==> src/rtl/mux_nx1_arb_pkg.sv <==
// Shared definitions for the N:1 arbitrated mux: the arbitration mode encodings.
package mux_pkg;

    typedef enum logic [1:0] {
        MODE_FIXED = 2'b00,
        MODE_RR    = 2'b01,
        MODE_FORCE = 2'b10,
        MODE_HOLD  = 2'b11
    } mode_e;

endpackage

==> src/rtl/mux_nx1_arb_if.sv <==
// Channel-side and output-side handshake bundle of the N:1 arbitrated mux.
interface mux_nx1_arb_if #(
    parameter int unsigned WIDTH = 8,
    parameter int unsigned N     = 4,
    parameter int unsigned SELW  = $clog2(N)
);
    logic [N*WIDTH-1:0] in_data;
    logic [N-1:0]       in_valid;
    logic [N-1:0]       in_ready;
    logic [WIDTH-1:0]   out_data;
    logic               out_valid;
    logic               out_ready;
    logic [SELW-1:0]    out_chan;

    modport slave (
        input  in_data, in_valid, out_ready,
        output in_ready, out_data, out_valid, out_chan
    );

    modport master (
        output in_data, in_valid, out_ready,
        input  in_ready, out_data, out_valid, out_chan
    );
endinterface

==> src/rtl/mux_nx1_arb_arbiter.sv <==
// Stateless grant logic: fixed priority, round-robin from ptr, forced select, or hold.
module rr_arbiter
    import mux_pkg::*;
#(
    parameter int unsigned N    = 4,
    parameter int unsigned SELW = $clog2(N)
) (
    input  logic [N-1:0]    req,
    input  logic [SELW-1:0] ptr,
    input  mode_e           mode,
    input  logic [SELW-1:0] sel,
    output logic [N-1:0]    grant,
    output logic [SELW-1:0] grant_idx
);

    logic        hit;
    int unsigned idx;

    always_comb begin
        grant     = '0;
        grant_idx = '0;
        hit       = 1'b0;
        idx       = 0;
        case (mode)
            MODE_FIXED: begin
                for (int unsigned i = 0; i < N; i++) begin
                    if (!hit && req[i]) begin
                        grant[i]  = 1'b1;
                        grant_idx = SELW'(i);
                        hit       = 1'b1;
                    end
                end
            end
            MODE_RR: begin
                // Scan N slots starting at ptr, folding the index back into 0..N-1.
                for (int unsigned i = 0; i < N; i++) begin
                    idx = 32'(ptr) + i;
                    if (idx >= N) idx = idx - N;
                    if (!hit && req[idx]) begin
                        grant[idx] = 1'b1;
                        grant_idx  = SELW'(idx);
                        hit        = 1'b1;
                    end
                end
            end
            MODE_FORCE: begin
                if (32'(sel) < N) begin
                    if (req[sel]) begin
                        grant[sel] = 1'b1;
                        grant_idx  = sel;
                    end
                end
            end
            default: ;
        endcase
    end

endmodule

==> src/rtl/mux_nx1_arb.sv <==
// N:1 valid/ready mux with selectable arbitration and a single registered output stage.
module mux_nx1_arb
    import mux_pkg::*;
#(
    parameter int unsigned WIDTH = 8,
    parameter int unsigned N     = 4,
    parameter int unsigned SELW  = $clog2(N)
) (
    input  logic            clk,
    input  logic            rst_n,
    input  logic [1:0]      mode,
    input  logic [SELW-1:0] sel,
    mux_nx1_arb_if.slave    bus
);

    mode_e            mode_s;
    logic [N-1:0]     grant;
    logic [SELW-1:0]  grant_idx;
    logic             can_accept;
    logic             xfer;
    logic [WIDTH-1:0] grant_word;

    logic             out_valid_q, out_valid_d;
    logic [WIDTH-1:0] out_data_q,  out_data_d;
    logic [SELW-1:0]  out_chan_q,  out_chan_d;
    logic [SELW-1:0]  rr_ptr_q,    rr_ptr_d;

    assign mode_s = mode_e'(mode);

    rr_arbiter #(
        .N    (N),
        .SELW (SELW)
    ) u_arb (
        .req       (bus.in_valid),
        .ptr       (rr_ptr_q),
        .mode      (mode_s),
        .sel       (sel),
        .grant     (grant),
        .grant_idx (grant_idx)
    );

    assign can_accept   = !out_valid_q || bus.out_ready;
    // rst_n gates ready so nothing is offered while reset is held.
    assign bus.in_ready = (rst_n && can_accept) ? grant : '0;
    assign xfer         = |bus.in_ready;

    always_comb begin
        grant_word = '0;
        for (int unsigned k = 0; k < N; k++) begin
            if (grant[k]) grant_word = bus.in_data[k*WIDTH +: WIDTH];
        end
    end

    always_comb begin
        out_valid_d = out_valid_q;
        out_data_d  = out_data_q;
        out_chan_d  = out_chan_q;
        rr_ptr_d    = rr_ptr_q;
        if (xfer) begin
            out_valid_d = 1'b1;
            out_data_d  = grant_word;
            out_chan_d  = grant_idx;
            rr_ptr_d    = (grant_idx == SELW'(N - 1)) ? '0 : grant_idx + SELW'(1);
        end else if (out_valid_q && bus.out_ready) begin
            out_valid_d = 1'b0;
        end
    end

    always_ff @(posedge clk or negedge rst_n) begin
        if (!rst_n) begin
            out_valid_q <= 1'b0;
            out_data_q  <= '0;
            out_chan_q  <= '0;
            rr_ptr_q    <= '0;
        end else begin
            out_valid_q <= out_valid_d;
            out_data_q  <= out_data_d;
            out_chan_q  <= out_chan_d;
            rr_ptr_q    <= rr_ptr_d;
        end
    end

    assign bus.out_valid = out_valid_q;
    assign bus.out_data  = out_data_q;
    assign bus.out_chan  = out_chan_q;

endmodule

==> src/flat_wrapper.sv <==
// flat-port wrapper written by rule: the top's interface ports become plain ports
module mux_nx1_arb_flat import mux_pkg::*;
#(
    parameter int unsigned WIDTH = 8,
    parameter int unsigned N     = 4,
    parameter int unsigned SELW  = $clog2(N)
)
  (clk, rst_n, mode, sel, bus_in_data, bus_in_valid, bus_out_ready, bus_in_ready, bus_out_data, bus_out_valid, bus_out_chan);
  mux_nx1_arb_if #(.WIDTH(WIDTH), .N(N), .SELW(SELW)) bus_i ();
  input  logic clk;
  input  logic rst_n;
  input  logic [1:0] mode;
  input  logic [SELW-1:0] sel;
  input wire logic [$bits(bus_i.in_data)-1:0] bus_in_data;
  input wire logic [$bits(bus_i.in_valid)-1:0] bus_in_valid;
  input wire logic [$bits(bus_i.out_ready)-1:0] bus_out_ready;
  output wire logic [$bits(bus_i.in_ready)-1:0] bus_in_ready;
  output wire logic [$bits(bus_i.out_data)-1:0] bus_out_data;
  output wire logic [$bits(bus_i.out_valid)-1:0] bus_out_valid;
  output wire logic [$bits(bus_i.out_chan)-1:0] bus_out_chan;
  assign bus_i.in_data = bus_in_data;
  assign bus_i.in_valid = bus_in_valid;
  assign bus_i.out_ready = bus_out_ready;
  assign bus_in_ready = bus_i.in_ready;
  assign bus_out_data = bus_i.out_data;
  assign bus_out_valid = bus_i.out_valid;
  assign bus_out_chan = bus_i.out_chan;
  mux_nx1_arb #(.WIDTH(WIDTH), .N(N), .SELW(SELW)) u_core (.clk(clk), .rst_n(rst_n), .mode(mode), .sel(sel), .bus(bus_i));
endmodule
==> config.mk <==
export PLATFORM = sky130hd
export DESIGN_NAME = mux_nx1_arb_flat
export DESIGN_NICKNAME = d
export VERILOG_FILES = /design/src/rtl/mux_nx1_arb_pkg.sv /design/src/rtl/mux_nx1_arb_if.sv /design/src/rtl/mux_nx1_arb_arbiter.sv /design/src/rtl/mux_nx1_arb.sv /design/src/flat_wrapper.sv
export SDC_FILE = /design/constraint.sdc
export NUM_CORES = 1
export LEC_CHECK = 0
export BUFFER_PORTS_ARGS = -buffer_cell sky130_fd_sc_hd__buf_2
export CAP_MARGIN = 40
export CELL_PAD_IN_SITES_DETAIL_PLACEMENT = 1
export CELL_PAD_IN_SITES_GLOBAL_PLACEMENT = 2
export CORE_MARGIN = 10
export CORE_UTILIZATION = 28
export CTS_CLUSTER_DIAMETER = 40
export DETAILED_ROUTE_END_ITERATION = 8
export PLACE_DENSITY = 0.87
export SETUP_SLACK_MARGIN = 0.4
export SYNTH_ARGS = -nofsm -noshare
export SYNTH_HDL_FRONTEND = slang
export SYNTH_SLANG_ARGS = --single-unit
export TNS_END_PERCENT = 10
==> constraint.sdc <==
create_clock -name clk -period 3.7 [get_ports clk]
set_input_delay 0.555 -clock clk [delete_from_list [all_inputs] [get_ports clk]]
set_output_delay 0.555 -clock clk [all_outputs]
set_load 0.03 [all_outputs]
======== Yosys cells after proc, flatten, opt, wreduce, memory -nomap -nowiden ========
Cells that the tools add are included.
W data, S select, Z words.
operators by class
  $add $sub $neg .......................... 8
  magnitude comparators ................... 14
  eq/ne operators ......................... 3
  multiplexer cells ....................... 69
  bitwise logic cells ..................... 3
  reduce and logical (&&, ||, !) cells .... 24
operators by type and width
  cell                   count
  $mux W32               8
  $ge A32 B1 Y1 const B  4
  $lt A32 B3 Y1 const B  4
  $mux W4                9
  $mux W8                4
  $mux W1                28
  $mux W2                8
  $logic_and A1 B1 Y1    13
  $or A4 B4 Y4           3
  $pmux W4 S3            1
  $sub A3 B3 Y4 const B  3
  $bmux W1 S2            5
  $demux W1 S2           5
  $ge A3 B3 Y1 const B   3
  $logic_not A1 Y1       7
  $add A2 B2 Y3 const B  2
  $pmux W2 S3            1
  $eq A2 B2 Y1 const B   2
  $reduce_or A4 Y1       1
  $sub A2 B3 Y4 const B  1
  $add A2 B1 Y3 const B  1
  $ge A2 B3 Y1 const B   1
  $lt A2 B3 Y1 const B   1
  $add A2 B1 Y2 const B  1
  other kinds (5)        5
word-level totals
  flip-flop bits (word level) ............. 13
  bits of input ports ..................... 43
  output and inout bits ................... 15
  logic and storage cells ................. 125

======== Longest topological paths before layout ========
Gate-level depths: netlist (run 1).
  depth after elaboration ................. 23
  gate-level depth with buffers ........... 12
  gate-level depth less buffers ........... 9

======== Modules after synthesis ========
A second synthesis (run 1) with hierarchy kept.
second synthesis, totals
  cell total of the unflattened synthesis .. 161
  area total of the unflattened synthesis .. 1,420.1 um2
modules (own cells, without submodules)
  module       times used  cells an instance  area an instance (um2)  seq. area each (um2)
  mux_nx1_arb  1           94                 858.3                   325.3
  rr_arbiter   1           67                 561.8                   0.0

======== Worst setup path before layout (run 1) ========
OpenSTA, ideal clock, no wires.
  kind .................................... register to output
  start ................................... reg u_core.rr_ptr_q[0]
  end ..................................... out bus_in_ready[0]
  data arrival time ....................... 2,726 ps
  required time ........................... 3,145 ps
  path slack .............................. 419 ps
  cell stages (with the launch flop) ...... 11
  path buffers ............................ 2
  path through ............................ dfrtp_1 -> buf_6 -> inv_1 -> ha_1 -> buf_2 -> mux4_2 -> or4b_4 -> o21ai_2 -> a21oi_1 -> nor2_1 -> and2_1
on the way
  cells in the longest elaborated chain, start to end .. 20
  elaborated cells between the ends (all ways) .. 71
  classes of those cells .................. add/sub (7); order compare (12); mux (39); bitwise (3); reduce/logical (10)
RTL lines
  item                                                                    line                       text
  start: declaration                                                      mux_nx1_arb.sv:26          logic [SELW-1:0] rr_ptr_q, rr_ptr_d;
  start signal: assignment                                                mux_nx1_arb.sv:79          rr_ptr_q <= rr_ptr_d;
  parallel branches: the longest is 17 deep, another holds $ge A32 B1 Y1  --
  $mux W4 (*)                                                             mux_nx1_arb_arbiter.sv:39  if (!hit && req[idx]) begin
  $pmux W4 S3 (*)                                                         mux_nx1_arb_arbiter.sv:24  case (mode)
  $mux W4 (*)                                                             mux_nx1_arb.sv:44          assign bus.in_ready = (rst_n && can_accept) ? grant : '0;
  end: declaration                                                        flat_wrapper.sv:17         output wire logic [$bits(bus_i.in_ready)-1:0] bus_in_ready;
Every way passes the cells marked *. The select of a mux whose other input is x is not followed.

======== Final worst setup path (run 1) ========
Ends and elaborated chain as after synthesis.

==> metrics.txt, run 1 <==
critical path class=register to output port; Final Non-Filler Cells=290; status=complete, no violations; cell with the most instances after synthesis=dfrtp_1; Skew-Pair Late Insertion Delay=0.25 ns; Die W=92.2 microns; Worst Setup End Kind=output port; reg2reg start=u_core.rr_ptr_q[0]; CP Launch Type=register; Mapped Cells=161; layout cells sized above 1=40.0%; cell area after layout=0.00191 sq mm; Post-Place Cells=282; Die Ht=92.2 microns; syn nets=209; H-tree depth=1; Final Hold Vio Count=0; Mapped Area=0.00146 sq mm; Cell Area, Placed=0.00181 sq mm; DRT iter0 DRCs=97; min-delay worst type=primary input to asynchronous set/reset pin; Syn Area/Cell=9.08 sq um; Period minus WS final=3.15 ns; Cell variety after synth=50; clock root buffer master=clkbuf_8; worst setup path end=bus_in_ready[0]; largest net degree at the start of global routing=19; multi-input gate area in the final layout=0.00106 sq mm; DP Wirelength=4.20 mm; # rows=26; WP data required=3.14 ns; maxcap violations=0; Crit path depth=8; total track usage=11.8%; DR pass1 iterations=4; share of the synthesized area in the top cell type=22.3%; delay-heaviest family, CP=simple AND/OR/NAND/NOR gates; pwr dens=805 mW/mm^2; Max Fclk=0.318 GHz; total global routing overflow=0; flops & latches, synth=13; first-pass GRT wire length=8.37 mm; Layout area overhead=30.7%; slew margin rel.=58.9%; end of the worst register-to-register path=u_core.bus.out_chan[0]; vias in the first global route=1598; Static Leak=0.851 nW; Critical Path Max Stage Delay=0.59 ns; synth cell count leaders=dfrtp_1 (13), nand2_1 (11), mux2i_1 (10), a221oi_1 (9); I/O pin total=58; DRC=0; initial antenna violation count=0; Power Total=1.54 mW; TNS Setup=0 ns; CP cell instances=buf_6 > mux4_2 > or4b_4 > o21ai_2 > a21oi_1 > nor2_2 > and2_1 > clkbuf_4; clock-pin slew on the worst setup and hold paths=0.06 ns; via count=1546; worst vdd ir=0.320 mV; commonest register cell after synthesis=dfrtp_1; reg2reg path depth=11; CTS tree=done; CP bufs+invs=2; CP max-delay cell=or4b_4; peak fanout along the critical path=18; Placer Congestion=0.860; EDFF count, synth=0; Routed Antenna Nets=0; DR vias/cell=5.33; register area=325 sq um; Clock Skew=0.00238 ns; Seq/Total Area, Yosys=22.3%; ant diodes=0; Worst EP arrival=2.59 ns; Tcrit/Tclk final=85.1%; wire per inst=18.1 microns; Core ar.=0.00507 sq mm; post-cts hold buffer count=0; CTS max path bufs=2; Initial Util=28.8%; setup violators final=0; total clock sinks=13; max-slew violations=0; Routed WL=5.25 mm; ranking of synthesized cells by area=dfrtp_1 (22%), mux2i_1 (6.8%), mux4_2 (6.2%); Die ar.=0.00851 sq mm; launch point of the worst path=u_core.rr_ptr_q[0]; Async S/R FF share, synth=100%; nets=269; worst slew pin tran=0.610 ns; FF-to-FF setup slack=0.57 ns; RSZ-0062 raised after global routing=no; fillcell total=636; CTS Buf Count=3; buffers added on ports=57; Synth Warn #=0; largest area contributor in the netlist=dfrtp_1
cell usage in the layout, fill, tap and decap left out, types with 2 or more instances in the layout:
cell       instances
a21oi_1            4
a221oi_1           9
a31oi_1            3
and2_1             3
buf_2             56
buf_4              9
clkbuf_8           3
dfrtp_1           13
ha_1               4
inv_1              6
mux2_2             3
mux2i_1           10
mux4_2             4
nand2_1           11
nand2b_1           5
nand3_1            2
nor2_1             7
nor2_4             2
nor2b_1            3
nor3_1             4
nor4_1             2
o211ai_1           2
o21ai_0            8
o221ai_1           8
o22ai_1            3
o2bb2ai_1          8
or3_1              2
sequential cells by signal, summed over array words and instances (netlist names):
register / flops
u_core.bus.out_data: 8
u_core.rr_ptr_q: 2
u_core.bus.out_valid: 1
u_core.bus.out_chan: 2
logic make-up after synthesis:
kind of cell | synth area share [%]
XOR/XNOR | 0.599
adder cells (fa/ha/maj) | 4.28
AND/OR/NAND/NOR | 18.8
multiplexers | 16.1
flip-flops | 22.3
AO/OA/AOI/OAI | 31.8
buffers and inverters | 6.16
per-layer routing:
metal	vias to the layer above	routed length, microns	global-route usage [%]
li1	755	-	-
met1	759	2330	14.9
met2	26	2700	20.5
met3	6	144	1.87
met4	0	71	2.83
met5	-	0	0
stage by stage:
stage | util (%) | hold slack [ns] | setup slack (ns)
3_5_place_dp | 35.7 | 0.476 | 0.497
3_3_place_gp | 35.7 | 0.469 | 0.533
5_1_grt | 37.6 | 0.210 | 0.409
4_1_cts | 37.2 | 0.206 | 0.405
2_1_floorplan | - | 0.259 | 0.419
6_report | 37.6 | 0.197 | 0.553
worst min path at each step:
stage | end | slack (ns) | cells after the start
finish | u_core.bus.out_data[7] | 0.20 | 1
global route | u_core.bus.out_data[7] | 0.21 | 1
detailed placement | u_core.bus.out_data[7] | 0.48 | 1
global placement | u_core.bus.out_data[7] | 0.47 | 1
CTS | u_core.bus.out_data[7] | 0.21 | 1
floorplan | u_core.bus.out_chan[0] | 0.26 | 0
worst reg2reg max path: cells and delay by family (launching register included):
| kind | cells | cell delay, ns |
|---|---|---|
| buf+inv | 3 | 0.50 |
| simple gates | 1 | 0.13 |
| mux | 3 | 0.79 |
| compound gates | 3 | 0.97 |
| fa+ha+maj | 1 | 0.23 |
| flops | 1 | 0.39 |
layout make-up:
type                       instances  share of cell area, %
clock inverter                     1                  0.262
tap                               70                   4.59
sequential                        13                   17.0
multi-input combinational        130                   55.6
timing repair buffer              67                   19.2
inverter                           6                   1.18
clock buffer                       3                   2.16
repair_timing:
item	4_1_cts	5_1_grt
buffers inserted	2	2
pin swaps	1	2
gates resized for setup	2	3
endpoints found under the setup margin	1	1
power breakdown:
part           internal, mW  switching, mW  total, mW
clock                0.0746         0.0593      0.134
combinational         0.479          0.677       1.16
sequential            0.213         0.0349      0.248
No activity file was read; power rests on OpenSTA's default activity.
==> inputs of run 2 (changes only) <==
--- a/config.mk
+++ b/config.mk
@@ -9,7 +9,7 @@
 export CAP_MARGIN = 40
 export CELL_PAD_IN_SITES_DETAIL_PLACEMENT = 1
 export CELL_PAD_IN_SITES_GLOBAL_PLACEMENT = 2
-export CORE_MARGIN = 10
+export CORE_MARGIN = 3
 export CORE_UTILIZATION = 28
 export CTS_CLUSTER_DIAMETER = 40
 export DETAILED_ROUTE_END_ITERATION = 8
==> run 2 against run 1 <==
  * Non-clock buffer count down 2
  * Largest power group unchanged
  * Largest cell class unchanged
  * Power down 2.1%
  * Sequential share of layout area up 0.21 points
  * Critical endpoint unchanged
  * Worst hold slack better by 0.0017 ns
  * Combinational power down 3%
  * Core utilization up 1.2 points
==> metrics.txt, run 2 (synthesized netlist as in run 1, its figures left out) <==
status=complete, no violations; Layout area overhead=29.5%; Die W=78.2 microns (-15%); Internal=747 uW (-2.5%); nets=267 (-0.74%); via count=1549 (+0.19%); DRT iter0 DRCs=132 (+36%); P_sw=759 uW (-1.6%); Tcrit/Tclk final=87.0% (+1.9 points); DRC=0 (unchanged); CTS max path bufs=2 (unchanged); DR pass1 iterations=4 (unchanged); DP Wirelength=3.79 mm (-9.7%); Routed WL=4.86 mm (-7.4%); layout cells sized above 1=39.4% (-0.55 points); min-delay worst type=primary input to asynchronous set/reset pin; CP Launch Type=register; Die ar.=0.00612 sq mm (-28%); FF-to-FF setup slack=0.67 ns (+0.10 ns); slew margin rel.=58.8% (-0.16 points); setup violators final=0 (unchanged); clock-pin slew on the worst setup and hold paths=0.06 ns (about the same); I/O pin total=58 (unchanged); Final Non-Filler Cells=285 (-1.7%); WP data required=3.14 ns (about the same); Placer Congestion=0.858 (-0.28%); CTS tree=done; fillcell total=629 (-1.1%); Core ar.=0.00488 sq mm (-3.8%); Combinational Power Share=74.7% (-0.5 points); wire per inst=17.0 microns (-5.8%); Switching Fraction=50.4% (+0.24 points); Worst Setup End Kind=output port; Place WS=0.448 ns (-0.0497 ns); maxcap violations=0 (unchanged); critical path class=register to output port; commonest non-fill, non-tap cell in the layout=buf_2; worst slew pin tran=0.617 ns (+0.00754 ns); Period minus WS final=3.22 ns (+0.0704 ns); ant diodes=0 (unchanged); pwr dens=796 mW/mm^2 (-1.2%); max-slew violations=0 (unchanged); PnR worst setup slack=0.482 ns (-0.0704 ns); Final Hold Vio Count=0 (unchanged); clock root buffer master=clkbuf_8; Die Ht=78.2 microns (-15%); initial antenna violation count=0 (unchanged); CTS Buf Count=3 (unchanged); Routed Antenna Nets=0 (unchanged); number of flip-flops in the largest register=8 (unchanged); Max Fclk=0.311 GHz (-2.2%); clock share of power=8.6% (about the same); Final Util=38.8% (+1.2 points); Power Total=1.51 mW (-2.1%); H-tree depth=1 (unchanged); Initial Util=29.9% (+1.2 points); vias in the first global route=1589 (-0.56%); peak fanout along the critical path=18 (unchanged); largest net degree at the start of global routing=19 (unchanged); commonest cells after routing, fill and taps aside=buf_2 (57), dfrtp_1 (12), nand2_1 (11), mux2i_1 (10), a221oi_1 (9); Skew-Pair Late Insertion Delay=0.25 ns (about the same); Worst EP arrival=2.66 ns (+0.07 ns); total global routing overflow=0 (unchanged); total track usage=16.1% (+4.2 points); post-cts hold buffer count=0 (unchanged); Static Leak=0.841 nW (-1.2%); buffers added on ports=57 (unchanged); RSZ-0062 raised after global routing=yes; Flop pwr share=16.8% (+0.7 points); total clock sinks=13 (unchanged); first-pass GRT wire length=8.02 mm (-4.1%); TNS Setup=0 ns (unchanged); Post-Place Cells=278 (-1.4%); worst vdd ir=0.301 mV (-5.9%); # rows=25 (-3.8%); DR vias/cell=5.44 (+2.0%); Clock Skew=0.00547 ns (+0.00309 ns)
-- run 2: metal layers --
metal	global-route usage [%]	vias up	part of all wire, %
met5	0	-	0
met4	2.80	0	1.0
met3	2.41	6	3.7
met2	26.6	34	50
met1	22.4	756	46
li1	-	753	-
-- run 2: timing repair --
action | 4_1_cts | 5_1_grt
gates resized for setup | 3 | 4
pin swaps | 1 | 1
endpoints found under the setup margin | 1 | 2
buffers inserted | 2 | 1
-- run 2: path summary, 6_finish.rpt --
| path | from | end | cells past startpoint |
|---|---|---|---|
| setup / recovery | u_core.rr_ptr_q[0] | bus_in_ready[0] | 8 |
| hold / removal | rst_n | u_core.bus.out_data[5] | 1 |
| setup reg to reg | u_core.rr_ptr_q[0] | u_core.bus.out_chan[1] | 11 |
| hold reg to reg | u_core.bus.out_data[7] | u_core.bus.out_data[7] | 1 |
| max in group asynchronous | rst_n | u_core.rr_ptr_q[0] | 1 |
| min in group clk | u_core.bus.out_data[7] | u_core.bus.out_data[7] | 1 |
-- run 2: layout make-up --
class	count	area [sq um]	share of cell area, %
multi-input combinational	130	1060	56.0
inverter	6	25.0	1.32
sequential	13	327	17.3
clock buffer	4	45.0	2.38
tap	67	83.8	4.43
timing repair buffer	65	353	18.6
-- run 2: metrics by stage --
step / area, sq um / hold slack [ns]
after floorplan: 1460 / 0.259
after global placement: 1800 / 0.469
after detailed placement: 1800 / 0.468
after CTS: 1870 / 0.203
after global routing: 1890 / 0.218
final: 1890 / 0.199
-- run 2: power by group through the flow --
stage / sequential [mW] / clock, mW / combinational (mW)
after global routing: 0.265 / 0.142 / 1.23
after detailed placement: 0.249 / 0 / 1.07
after CTS: 0.250 / 0.134 / 1.10
final: 0.253 / 0.129 / 1.12
after global placement: 0.249 / 0 / 1.06
after floorplan: 0.370 / 0 / 0.690
-- run 2: worst max-delay path, stage by stage (launching register included) --
cell     delay [ns]
dfrtp_2        0.41
buf_8          0.17
mux4_2         0.54
or4b_4         0.60
o21ai_2        0.13
a21oi_1        0.09
nor2_2         0.13
and2_1         0.13
buf_2          0.20
==> inputs of run 3 (changes only) <==
--- a/config.mk
+++ b/config.mk
@@ -10,12 +10,13 @@
 export CELL_PAD_IN_SITES_DETAIL_PLACEMENT = 1
 export CELL_PAD_IN_SITES_GLOBAL_PLACEMENT = 2
 export CORE_MARGIN = 3
-export CORE_UTILIZATION = 28
+export CORE_UTILIZATION = 27
 export CTS_CLUSTER_DIAMETER = 40
 export DETAILED_ROUTE_END_ITERATION = 8
-export PLACE_DENSITY = 0.87
+export PLACE_DENSITY = 0.85
 export SETUP_SLACK_MARGIN = 0.4
 export SYNTH_ARGS = -nofsm -noshare
 export SYNTH_HDL_FRONTEND = slang
+export SYNTH_HIERARCHICAL = 1
 export SYNTH_SLANG_ARGS = --single-unit
 export TNS_END_PERCENT = 10
==> run 3 against run 2 <==
  * Final area is 1.5% lower
  * Non-clock buffer count rose by 4
  * Critical path depth is 1 higher
  * Synthesized cell count is the same
  * Worst setup slack got worse by 0.050 ns
  * Largest power group unchanged
  * Power fell by 8.0%
==> metrics.txt, run 3 <==
Tcrit/Tclk final=88.3% (+1.3 points); Syn Area/Cell=8.82 sq um (-2.8%); CP Launch Type=register; buffers added on ports=57 (unchanged); flops & latches, synth=13 (unchanged); TNS Setup=0 ns (unchanged); initial antenna violation count=0 (unchanged); status=complete, no violations; Core ar.=0.00491 sq mm (+0.64%); Routed WL=4.61 mm (-5.1%); peak fanout along the critical path=10 (-8); # rows=25 (unchanged); WP data required=3.14 ns (about the same); Placer Congestion=0.833 (-2.9%); Clock Skew=0.00154 ns (-0.00393 ns); largest net degree at the start of global routing=28 (+9); min-delay worst type=primary input to asynchronous set/reset pin; total clock sinks=13 (unchanged); commonest cells after routing, fill and taps aside=buf_2 (58), a31oi_1 (18), dfrtp_1 (13), inv_1 (12), nand2_1 (12); Routed Antenna Nets=0 (unchanged); vias in the first global route=1450 (-8.7%); total track usage=14.4% (-1.7 points); RSZ-0062 raised after global routing=yes; EDFF count, synth=0 (unchanged); layout cells sized above 1=41.1% (+1.6 points); Layout area overhead=31.3%; pwr dens=743 mW/mm^2 (-6.6%); critical path class=register to output port; maxcap violations=0 (unchanged); Period minus WS final=3.27 ns (+0.0496 ns); number of flip-flops in the largest register=8 (unchanged); Mapped Area=0.00142 sq mm (-2.8%); Skew-Pair Late Insertion Delay=0.24 ns (about the same); Cell variety after synth=42 (-16%); clock-pin slew on the worst setup and hold paths=0.05 ns (about the same); max-slew violations=0 (unchanged); CTS tree=done; total global routing overflow=0 (unchanged); CTS Buf Count=3 (unchanged); first-pass GRT wire length=7.21 mm (-10%); DRT iter0 DRCs=60 (-55%); largest area contributor in the netlist=dfrtp_1; via count=1509 (-2.6%); Seq/Total Area, Yosys=22.9% (+0.65 points); cell with the most instances after synthesis=a31oi_1; setup violators final=0 (unchanged); Initial Util=28.9% (-1.0 points); Static Leak=0.877 nW (+4.2%); Die ar.=0.00617 sq mm (+0.72%); ranking of synthesized cells by area=dfrtp_1 (23%), a31oi_1 (7.9%), a221o_1 (5.6%); syn nets=210 (+0.48%); commonest non-fill, non-tap cell in the layout=buf_2; clock root buffer master=clkbuf_8; Worst Setup End Kind=output port; Power Total=1.39 mW (-8.0%); Mapped Cells=161 (unchanged); CTS max path bufs=2 (unchanged); worst vdd ir=0.209 mV (-31%); H-tree depth=1 (unchanged); slew margin rel.=65.8% (+7.1 points); DR vias/cell=5.28 (-2.9%); nets=269 (+0.75%); worst slew pin tran=0.512 ns (-0.105 ns); DP Wirelength=3.49 mm (-7.9%); Max Fclk=0.306 GHz (-1.5%); wire per inst=16.1 microns (-5.4%); DR pass1 iterations=4 (unchanged); Worst EP arrival=2.71 ns (+0.05 ns); Async S/R FF share, synth=100% (unchanged); Final Hold Vio Count=0 (unchanged); Die Ht=78.5 microns (+0.36%); I/O pin total=58 (unchanged); share of the synthesized area in the top cell type=22.9% (+0.65 points); Synth Warn #=6 (+6); commonest register cell after synthesis=dfrtp_1; DRC=0 (unchanged); ant diodes=0 (unchanged); Die W=78.5 microns (+0.36%); synth cell count leaders=a31oi_1 (18), dfrtp_1 (13), inv_1 (12), nand2_1 (12)
[run 3: cell count changes in the layout (fill, tap and decap cells not counted), sizes merged, moves of 5 or more]
cell,change
a31oi,+15
a221o,+8
mux2i,-8
nand3b,+8
o2bb2ai,-8
o221ai,-7
inv,+6
and3,+5
nor2,-5
[run 3: final cells by class]
type / instances / area (sq um)
fill: 606 / 3050
multi-input combinational: 121 / 985
timing repair buffer: 69 / 380
sequential: 13 / 325
tap: 67 / 83.8
clock buffer: 4 / 45.0
inverter: 12 / 45.0
[run 3: cell families (layout without fill, tap and decap cells)]
logic type      Yosys count  count (layout)  share of synthesized area [%]
fa+ha+maj                 6               6                           5.29
mux                      10              10                           11.7
simple gates             48              48                           21.9
compound gates           57              57                           28.8
buf+inv                  27              85                           9.43
flops                    13              13                           22.9
[run 3: per-layer routing]
metal,share of wire [%],global-route usage (%),vias to the layer above,routed length [microns]
li1,-,-,743,-
met1,46,20.0,735,2130
met2,50,23.5,27,2320
met3,2.5,0.917,4,114
met4,1.0,4.72,0,47
met5,0,0,-,0
[run 3: power breakdown]
group          switching [mW]  internal, mW
clock                  0.0463        0.0758
sequential             0.0378         0.214
combinational           0.590         0.422
[run 3: repair_timing]
item	in CTS	in global routing
hold buffers	0	0
setup buffers	3	3
setup endpoints to repair	2	9
pin swaps	0	1
resized for setup	0	3
[run 3: critical path, cell delays in order, from the launching register on]
cell	delay [ns]
dfrtp_1	0.38
inv_1	0.14
ha_2	0.33
mux4_2	0.41
nor4b_4	0.35
a31oi_1	0.15
o41ai_2	0.07
buf_2	0.27
and3_1	0.18
buf_2	0.19
[run 3: worst paths after layout]
path	start	end	slack, ns	depth (start not counted)
worst max-delay path	u_core/rr_ptr_q[0]	bus_in_ready[0]	0.43	9
worst min-delay path	rst_n	u_core/rr_ptr_q[1]	0.28	1
min in group clk	u_core/bus.out_chan[1]	u_core/bus.out_chan[1]	0.51	1
worst max register to register	u_core/rr_ptr_q[0]	u_core/rr_ptr_q[1]	0.43	10
worst min register to register	u_core/bus.out_chan[1]	u_core/bus.out_chan[1]	0.51	1
max in group asynchronous	rst_n	u_core/bus.out_data[1]	3.09	1
[run 3: metrics by stage]
stage	hold WS (ns)	util [%]	setup WS (ns)	instances	instance area [sq um]
finish	0.276	38.0	0.433	286	1860
global route	0.301	38.0	0.324	286	1860
floorplan	0.259	-	0.409	161	1440
CTS	0.276	37.3	0.390	283	1830
global placement	0.487	35.8	0.196	275	1760
detailed placement	0.503	35.9	0.392	276	1760
